--- config.mk ---
export PLATFORM = sky130hd
export DESIGN_NAME = bitonic_sort_ctrl_flat
export DESIGN_NICKNAME = d
export VERILOG_FILES = /design/src/rtl/bitonic_sort_ctrl_pkg.sv /design/src/rtl/bitonic_sort_ctrl_if.sv /design/src/rtl/bitonic_sort_ctrl_ce.sv /design/src/rtl/bitonic_sort_ctrl.sv /design/src/flat_wrapper.sv
export SDC_FILE = /design/constraint.sdc
export NUM_CORES = 1
export LEC_CHECK = 0
export CELL_PAD_IN_SITES_DETAIL_PLACEMENT = 0
export CELL_PAD_IN_SITES_GLOBAL_PLACEMENT = 1
export CORE_MARGIN = 2
export CORE_UTILIZATION = 30
export CTS_CLUSTER_DIAMETER = 120
export DETAILED_ROUTE_END_ITERATION = 10
export PLACE_DENSITY_LB_ADDON = 0.1
export SYNTH_ARGS = -nofsm -noshare
export SYNTH_HDL_FRONTEND = slang
export SYNTH_SLANG_ARGS = --single-unit
--- constraint.sdc ---
create_clock -name clk -period 4.35 [get_ports clk]
set_clock_uncertainty 0.05 [all_clocks]
set_input_delay 0.87 -clock clk [delete_from_list [all_inputs] [get_ports clk]]
set_output_delay 0.87 -clock clk [all_outputs]
set_load 0.1 [all_outputs]
--- src/rtl/bitonic_sort_ctrl_pkg.sv ---
// Shared types and the 24-step bitonic compare-exchange schedule for the
// serial 8-entry sorter.
package bitonic_pkg;

  localparam int unsigned N      = 8;
  localparam int unsigned NSTEPS = 24;

  localparam logic [4:0] LAST_STEP = 5'(NSTEPS - 1);

  typedef enum logic [1:0] {
    LOAD,
    SORT,
    DRAIN
  } state_t;

  // One network step: compare r[a] with r[b]; desc selects descending order.
  typedef struct packed {
    logic [2:0] a;
    logic [2:0] b;
    logic       desc;
  } step_t;

  function automatic step_t step_pair(input logic [4:0] step);
    step_t s;
    s = '{a: 3'd0, b: 3'd1, desc: 1'b0};
    case (step)
      // stage 1: sorted pairs in alternating directions
      5'd0:  s = '{a: 3'd0, b: 3'd1, desc: 1'b0};
      5'd1:  s = '{a: 3'd2, b: 3'd3, desc: 1'b1};
      5'd2:  s = '{a: 3'd4, b: 3'd5, desc: 1'b0};
      5'd3:  s = '{a: 3'd6, b: 3'd7, desc: 1'b1};
      // stage 2: merge quads, lower ascending, upper descending
      5'd4:  s = '{a: 3'd0, b: 3'd2, desc: 1'b0};
      5'd5:  s = '{a: 3'd1, b: 3'd3, desc: 1'b0};
      5'd6:  s = '{a: 3'd4, b: 3'd6, desc: 1'b1};
      5'd7:  s = '{a: 3'd5, b: 3'd7, desc: 1'b1};
      5'd8:  s = '{a: 3'd0, b: 3'd1, desc: 1'b0};
      5'd9:  s = '{a: 3'd2, b: 3'd3, desc: 1'b0};
      5'd10: s = '{a: 3'd4, b: 3'd5, desc: 1'b1};
      5'd11: s = '{a: 3'd6, b: 3'd7, desc: 1'b1};
      // stage 3: full ascending merge of the 8-element bitonic sequence
      5'd12: s = '{a: 3'd0, b: 3'd4, desc: 1'b0};
      5'd13: s = '{a: 3'd1, b: 3'd5, desc: 1'b0};
      5'd14: s = '{a: 3'd2, b: 3'd6, desc: 1'b0};
      5'd15: s = '{a: 3'd3, b: 3'd7, desc: 1'b0};
      5'd16: s = '{a: 3'd0, b: 3'd2, desc: 1'b0};
      5'd17: s = '{a: 3'd1, b: 3'd3, desc: 1'b0};
      5'd18: s = '{a: 3'd4, b: 3'd6, desc: 1'b0};
      5'd19: s = '{a: 3'd5, b: 3'd7, desc: 1'b0};
      5'd20: s = '{a: 3'd0, b: 3'd1, desc: 1'b0};
      5'd21: s = '{a: 3'd2, b: 3'd3, desc: 1'b0};
      5'd22: s = '{a: 3'd4, b: 3'd5, desc: 1'b0};
      5'd23: s = '{a: 3'd6, b: 3'd7, desc: 1'b0};
      default: s = '{a: 3'd0, b: 3'd1, desc: 1'b0};
    endcase
    return s;
  endfunction

endpackage

--- src/rtl/bitonic_sort_ctrl_if.sv ---
// Input and output value streams of the serial sorter.
interface bitonic_sort_ctrl_if #(
  parameter int unsigned WIDTH = 8
);
  logic             in_valid;
  logic             in_ready;
  logic [WIDTH-1:0] in_data;
  logic             out_valid;
  logic             out_ready;
  logic [WIDTH-1:0] out_data;
  logic             out_last;

  // sorter side
  modport slave (
    input  in_valid, in_data, out_ready,
    output in_ready, out_valid, out_data, out_last
  );

  // producer/consumer side
  modport master (
    output in_valid, in_data, out_ready,
    input  in_ready, out_valid, out_data, out_last
  );
endinterface

--- src/rtl/bitonic_sort_ctrl_ce.sv ---
// Single compare-exchange cell: orders (x, y) ascending or descending.
// Equal operands are passed through unswapped.
module bitonic_ce #(
  parameter int unsigned WIDTH = 8
) (
  input  logic [WIDTH-1:0] x,
  input  logic [WIDTH-1:0] y,
  input  logic             desc,
  output logic [WIDTH-1:0] x_out,
  output logic [WIDTH-1:0] y_out
);
  logic swap;

  // swap only when the pair is strictly out of the requested order
  always_comb begin
    swap  = desc ? (x < y) : (x > y);
    x_out = swap ? y : x;
    y_out = swap ? x : y;
  end
endmodule

--- src/rtl/bitonic_sort_ctrl.sv ---
// Serial-in/serial-out 8-entry sorter: load 8 values, run the 24-step
// bitonic network through one shared compare-exchange, then stream out.
module bitonic_sort_ctrl
  import bitonic_pkg::*;
#(
  parameter int unsigned WIDTH = 8
) (
  input  logic                 clk,
  input  logic                 rst_n,
  bitonic_sort_ctrl_if.slave   bus,
  output logic                 busy
);

  state_t           state_q, state_d;
  logic [2:0]       idx_q, idx_d;
  logic [4:0]       step_q, step_d;
  logic [WIDTH-1:0] r_q [N];
  logic [WIDTH-1:0] r_d [N];

  step_t            sp;
  logic [WIDTH-1:0] ce_x, ce_y;

  // current network step selects the operand pair
  always_comb sp = step_pair(step_q);

  bitonic_ce #(.WIDTH(WIDTH)) u_ce (
    .x     (r_q[sp.a]),
    .y     (r_q[sp.b]),
    .desc  (sp.desc),
    .x_out (ce_x),
    .y_out (ce_y)
  );

  // state, index, step counter and value array registers
  always_ff @(posedge clk or negedge rst_n) begin
    if (!rst_n) begin
      state_q <= LOAD;
      idx_q   <= '0;
      step_q  <= '0;
      for (int unsigned i = 0; i < N; i++) r_q[i] <= '0;
    end else begin
      state_q <= state_d;
      idx_q   <= idx_d;
      step_q  <= step_d;
      for (int unsigned i = 0; i < N; i++) r_q[i] <= r_d[i];
    end
  end

  // next-state: load, sort one pair per cycle, drain
  always_comb begin
    state_d = state_q;
    idx_d   = idx_q;
    step_d  = step_q;
    for (int unsigned i = 0; i < N; i++) r_d[i] = r_q[i];

    case (state_q)
      LOAD: begin
        if (bus.in_valid) begin
          r_d[idx_q] = bus.in_data;
          if (idx_q == 3'd7) begin
            state_d = SORT;
            idx_d   = '0;
            step_d  = '0;
          end else begin
            idx_d = idx_q + 3'd1;
          end
        end
      end
      SORT: begin
        r_d[sp.a] = ce_x;
        r_d[sp.b] = ce_y;
        if (step_q == LAST_STEP) begin
          state_d = DRAIN;
          step_d  = '0;
        end else begin
          step_d = step_q + 5'd1;
        end
      end
      DRAIN: begin
        if (bus.out_ready) begin
          if (idx_q == 3'd7) begin
            state_d = LOAD;
            idx_d   = '0;
          end else begin
            idx_d = idx_q + 3'd1;
          end
        end
      end
      default: begin
        state_d = LOAD;
        idx_d   = '0;
        step_d  = '0;
      end
    endcase
  end

  // stream outputs decoded from state; data and last forced low outside DRAIN
  always_comb begin
    bus.in_ready  = (state_q == LOAD);
    busy          = (state_q != LOAD);
    bus.out_valid = (state_q == DRAIN);
    bus.out_data  = (state_q == DRAIN) ? r_q[idx_q] : '0;
    bus.out_last  = (state_q == DRAIN) && (idx_q == 3'd7);
  end

endmodule

--- src/flat_wrapper.sv ---
// flat-port wrapper written by rule: the top's interface ports become plain ports
module bitonic_sort_ctrl_flat import bitonic_pkg::*;
#(
  parameter int unsigned WIDTH = 8
)
  (clk, rst_n, busy, bus_in_valid, bus_in_data, bus_out_ready, bus_in_ready, bus_out_valid, bus_out_data, bus_out_last);
  bitonic_sort_ctrl_if #(.WIDTH(WIDTH)) bus_i ();
  input  logic clk;
  input  logic rst_n;
  output logic busy;
  input wire logic [$bits(bus_i.in_valid)-1:0] bus_in_valid;
  input wire logic [$bits(bus_i.in_data)-1:0] bus_in_data;
  input wire logic [$bits(bus_i.out_ready)-1:0] bus_out_ready;
  output wire logic [$bits(bus_i.in_ready)-1:0] bus_in_ready;
  output wire logic [$bits(bus_i.out_valid)-1:0] bus_out_valid;
  output wire logic [$bits(bus_i.out_data)-1:0] bus_out_data;
  output wire logic [$bits(bus_i.out_last)-1:0] bus_out_last;
  assign bus_i.in_valid = bus_in_valid;
  assign bus_i.in_data = bus_in_data;
  assign bus_i.out_ready = bus_out_ready;
  assign bus_in_ready = bus_i.in_ready;
  assign bus_out_valid = bus_i.out_valid;
  assign bus_out_data = bus_i.out_data;
  assign bus_out_last = bus_i.out_last;
  bitonic_sort_ctrl #(.WIDTH(WIDTH)) u_core (.clk(clk), .rst_n(rst_n), .bus(bus_i), .busy(busy));
endmodule
==> results of run 1 <==
-- synthesized netlist by cell type, types with 9 or more instances --
master	instances	share of area, %
dfrtp_1	74	25
a22oi_1	71	7.3
nor2_1	50	2.6
o21ai_0	50	3.4
a21oi_1	47	3.2
nand2_1	47	2.4
inv_1	42	2.2
nand3_1	34	2.3
a221oi_1	31	3.7
clkbuf_1	30	1.5
o221ai_1	26	3.1
buf_2	21	1.4
nor3_1	19	1.3
mux2i_1	17	2.3
mux2_2	15	2.3
o21ai_1	12	0.83
a22o_1	11	1.3
a31oi_1	11	0.95
buf_4	11	1.1
ha_1	11	1.9
nor2b_1	11	0.95
o211ai_1	11	1.1
a21o_1	10	1.0
buf_1	10	0.52
nand2b_1	10	0.86
o22ai_1	10	0.86
a221o_1	9	1.2
buf_6	9	1.4
-- state kept, by name, summed over array words and instances (netlist names) --
signal and flops:
u_core.r_q 64, u_core.idx_q 3, u_core.state_q 2, u_core.step_q 5
-- cell families (layout without fill, tap and decap cells) --
| group | count (synthesis) | after routing |
|---|---|---|
| compound gates | 381 | 381 |
| simple gates | 250 | 250 |
| buf+inv | 127 | 198 |
| flops | 74 | 74 |
| mux | 37 | 37 |
| fa+ha+maj | 11 | 11 |
| xor+xnor | 1 | 1 |
-- power groups by stage --
stage	logic (µW)	registers, µW	clock network [µW]
global placement	6380	1630	0
CTS	6450	1610	817
detailed placement	6380	1620	0
global route	7190	1650	837
finish	6790	1650	803
floorplan	4260	1190	0
-- metal layers --
layer | global-route usage, % | up-vias | wire length (µm)
met1 | 41.90 | 4293 | 17240
met5 | 0 | - | 0
met3 | 6.623 | 97 | 3491
li1 | - | 3625 | -
met2 | 50.45 | 478 | 18640
met4 | 13.26 | 0 | 1854
-- worst max-delay path: cells and delay by family, from the launching register on --
family	cells	cell delay [ns]
AOI/OAI and AO/OA	6	1.71
adders and majority gates	1	0.34
buffers and inverters	3	0.57
DFF	1	0.43
muxes	1	0.12
and+or+nand+nor	3	0.90
-- timing repair --
item                       CTS  global route
pin swaps                    3             5
setup endpoints to repair   60            58
gates resized for setup      9            27
setup buffers                2             3
gates cloned                 0             0
-- worst paths after layout --
kind,end,slack [ns],depth (start not counted)
max,u_core.r_q[43]$_DFFE_PN0P_,0.08,14
min,u_core.r_q[59]$_DFFE_PN0P_,0.56,2
max reg2reg,u_core.r_q[43]$_DFFE_PN0P_,0.08,14
min reg2reg,u_core.r_q[59]$_DFFE_PN0P_,0.56,2
max in group asynchronous,u_core.step_q[4]$_DFFE_PN0P_,2.88,1
min in group asynchronous,u_core.step_q[3]$_DFFE_PN0P_,0.65,1
-- area by class of cell --
type	instances	area, µm²
fillers	2506	14820
multi-input cells	680	4935
flip-flops and latches	74	1857
repair buffers	137	1132
well taps	319	399.1
clock buffers	10	229.0
inverters	45	172.7
clock inverters	6	65.06
-- stage by stage --
stage          cells  worst slack (ns)
6_report        1271           0.08004
5_1_grt         1271          -0.03745
4_1_cts         1268          0.007518
3_5_place_dp    1250           -0.2888
3_3_place_gp    1250           -0.3241
2_1_floorplan    881            0.3370
==> flow_summary.ini, run 1 <==
[floorplan]
ios = 24
dieArea_mm2 = 0.02548
die_x_um = 159.6
die_y_um = 159.6
initial_core_util_pct = 30.78
core_area_mm2 = 0.02361
rows = 56

[global_route]
grt_max_degree = 75
antenna_found_initial = 0
grt.overflow.total = 0
grt_pass1_vias = 8078
track_usage_pct = 31.75
grt_first_pass_wirelength_mm = 58.66

[synth]
ys_seq_elements = 74
synth_mux_area_share_pct = 5.854
synth_async_sr_flop_share_pct = 100.0
yosysSeqAreaShare_pct = 25.48
ys_warn_count = 0
yosys.area_share.xor_xnor_pct = 0.1205
synth_fa_ha_area_share_pct = 1.894
synth_simple_gate_area_share_pct = 18.97
ys.flop_type = dfrtp_1
synth_compound_area_share_pct = 39.24
synth-edff-count = 0
synth_fp_nets = 904
syn_area_mm2 = 0.007267
synth.avg_cell_area_um2 = 8.249
synth_cell_types = 94
synthCells = 881
synth_top_family_by_area = compound AO/OA/AOI/OAI gates

[worst_setup_path]
worstSetupPathType = flip-flop to flip-flop
start_kind = flip-flop
crit_chain = buf_6, or2b_1, o22a_4, buf_12, a222oi_1, o221ai_2, ha_1, o211ai_1, a21oi_2, or4b_4, nand2_2, buf_4, mux2i_1, a221o_1
crit_path_start = u_core.step_q[3]$_DFFE_PN0P_
rr_startpoint = u_core.step_q[3]$_DFFE_PN0P_
crit_slowest_cell = a222oi_1
worst_ep_arrival_time_ns = 4.46
worstPathRequired_ns = 4.54
endpoint_kind = flip-flop
slowest_delay_ns = 0.61
path_max_fanout = 19

[clock_network]
cts_root_buf = clkbuf_16
cts_buffers = 9
cts_sinks = 74
clk_latency_ns = 0.36
cts_tree = built
htreeDepth = 3
clockBufferDepth = 2
clk_pin_slew_worst_paths_ns = 0.07
postCtsHoldBufs = 0

[timing]
rsz0062_at_grt = true
whs_ns = 0.5626
finalMaxSlewViolations = 0
tightestPinTransition_ns = 1.216
layout_worst_path_cycle_share_pct = 98.16
finalHoldViolCount = 0
fmax_mhz = 234.2
relSlewSlack_pct = 18.95
finalSetupTns_ns = 0
setup_viol = 0
min_period_ns = 4.270

[power]
total_power_uw = 9243
clkPwrFrac_pct = 8.7
sw_frac_of_total_pct = 55.78
power_leakage_uw = 0.003499
max-vdd-ir-drop_v = 0.0006336
seqPwrFrac_pct = 17.9
p_switching_uw = 5156
p_int_uw = 4087
power_density_mw_per_mm2 = 1052
combPwrFrac_pct = 73.4

[placement]
dp_hpwl_mm = 31.18
place_congestion = 1.054
port_buffers = 23
dpl_cell_area_mm2 = 0.008299

[finish]
nets = 970
final_common_cell = buf_4
antenna_cells = 0
drive_above_1_share_pct = 23.00
fin_util_pct = 37.22
stdcell_area_mm2 = 0.008790
synthToLayoutAreaGrowth_pct = 20.95
most-common-layout-cells = buf_4, a22oi_1, dfrtp_1, o21ai_0, nor2_1

[hold_path]
hp-start = u_core.r_q[59]$_DFFE_PN0P_
hold_path.class = flip-flop to flip-flop

[routing]
drt_pass1_iterations = 5
first_iter_violations = 1007
drc = 0
drtAntennaViolNets = 0
vias = 8493
vias_per_cell = 6.682
wirelength_mm = 41.23
wl_per_cell_um = 32.44

[flow_run]
max_cap_violations = 0

[run_status]
outcome = completed
(Power assumes the default switching activity.)
==> inputs of run 2 (changes only) <==
Settings changed: CORE_MARGIN 2 to unset, SKIP_CTS_REPAIR_TIMING set to 1.
==> flow_summary.ini, run 2 (synthesized netlist as in run 1, its figures left out) <==
[run_status]
outcome = complete, but fails checks
violations = setup timing

[global_route]
global_route.usage.met2_pct = 53.85
use_met3_pct = 5.858
track_usage_pct = 34.36
grt_max_degree = 49
grt_first_pass_wirelength_mm = 59.81
grt_pass1_vias = 8244
top_usage_layer = met2
grt.overflow.total = 0
antenna_found_initial = 0
met1_usage_pct = 46.00

[placement]
dpl_cell_area_mm2 = 0.008212
dp_hpwl_mm = 32.14
place_congestion = 1.076
port_buffers = 23

[routing]
drt_pass1_iterations = 6
wirelength_mm = 41.69
drtAntennaViolNets = 0
first_iter_violations = 1161
wl_per_cell_um = 32.88
vias_per_cell = 6.844
vias = 8678
drc = 0

[timing]
setup_viol = 3
fmax_mhz = 229.4
finalHoldViolCount = 0
min_period_ns = 4.360
layout_worst_path_cycle_share_pct = 100.2
setup_ws_ns = -0.009556
tightestPinTransition_ns = 1.447
relSlewSlack_pct = 3.537
finalMaxSlewViolations = 0

[worst_setup_path]
worstPathRequired_ns = 4.53
cp.buffers_inverters = 3
crit_slowest_cell = a222oi_1
path_common_cell = buf_4
worst_ep_arrival_time_ns = 4.54
path_max_fanout = 9
worstSetupPathType = flip-flop to flip-flop
r2r_cells = 14
crit_chain = buf_4, or2b_1, o22a_4, buf_4, a222oi_1, o221ai_2, ha_1, nand3_1, a21boi_1, or4b_4, nand2_2, buf_4, mux2i_1, a221o_1
cp_top_family = compound AO/OA/AOI/OAI gates
start_kind = flip-flop
slowest_delay_ns = 0.61
cp.depth = 14
endpoint_kind = flip-flop

[floorplan]
dieArea_mm2 = 0.02485
core_area_mm2 = 0.02361
ios = 24
die_y_um = 157.6
rows = 56
initial_core_util_pct = 30.78
die_x_um = 157.6

[finish]
final_common_cell = buf_4
synthToLayoutAreaGrowth_pct = 20.06
largest_register = u_core.r_q
largest_reg_flops = 64
antenna_cells = 0
most-common-layout-cells = buf_4, a22oi_1, dfrtp_1, nor2_1, o21ai_0
num-fill-cells = 2517
drive_above_1_share_pct = 22.76
nets = 967
stdcell_area_mm2 = 0.008725
top_regs = u_core.r_q (64), u_core.step_q (5), u_core.idx_q (3)

[clock_network]
clk_latency_ns = 0.37
clockBufferDepth = 2
clk_pin_slew_worst_paths_ns = 0.07
cts_buffers = 9
cts_sinks = 74
cts_root_buf = clkbuf_16
cts_tree = built
htreeDepth = 3

[flow_run]
max_cap_violations = 0

[power]
power_leakage_uw = 0.003470
power_density_mw_per_mm2 = 1059
max-vdd-ir-drop_v = 0.0005909
total_power_uw = 9239

[hold_path]
hold_path.class = primary input to asynchronous set/reset pin
## run 2: cell count changes in the layout (fill, tap and decap cells not counted), sizes merged
cell	change
buf	-2
clkdlybuf4s50	-1
clkinv	-1
inv	+1
## run 2: path summary, 6_finish.rpt
path	start	endpoint	slack (ns)
max	u_core.step_q[4]$_DFFE_PN0P_	u_core.r_q[36]$_DFFE_PN0P_	-0.01
min	rst_n	u_core.step_q[1]$_DFFE_PN0P_	0.51
max reg2reg	u_core.step_q[4]$_DFFE_PN0P_	u_core.r_q[36]$_DFFE_PN0P_	-0.01
min reg2reg	u_core.step_q[3]$_DFFE_PN0P_	u_core.step_q[3]$_DFFE_PN0P_	0.58
max in group asynchronous	rst_n	u_core.r_q[47]$_DFFE_PN0P_	2.84
min in group clk	u_core.step_q[3]$_DFFE_PN0P_	u_core.step_q[3]$_DFFE_PN0P_	0.58
## run 2: through the flow
stage	setup slack (ns)	hold slack, ns	util, %	TNS (ns)	cells
global placement	-0.1917	0.5349	34.78	-4.056	1242
detailed placement	-0.1272	0.5271	34.78	-2.724	1242
CTS	-0.1836	0.5432	36.10	-5.262	1258
floorplan	0.3370	0.4399	-	0	881
global route	-0.008885	0.5661	36.95	-0.01167	1268
finish	-0.009556	0.5084	36.95	-0.02203	1268
## run 2: final cells by class
type                    instances  area [µm²]  area share (%)
flip-flops and latches         74        1858           21.30
clock inverters                 6       73.82          0.8461
well taps                     319       399.1           4.575
multi-input cells             680        4911           56.29
repair buffers                134        1075           12.32
clock buffers                  10       239.0           2.739
inverters                      45       168.9           1.936
## run 2: layer usage
layer	wire, µm	vias up
met3	3772	119
met2	18540	542
li1	-	3633
met5	0	-
met1	17350	4384
met4	2029	0
## run 2: report_power, final
part | internal [µW] | switching, µW
logic | 2610 | 4100
clock network | 468 | 367
registers | 962 | 731
total | 4040 | 5200
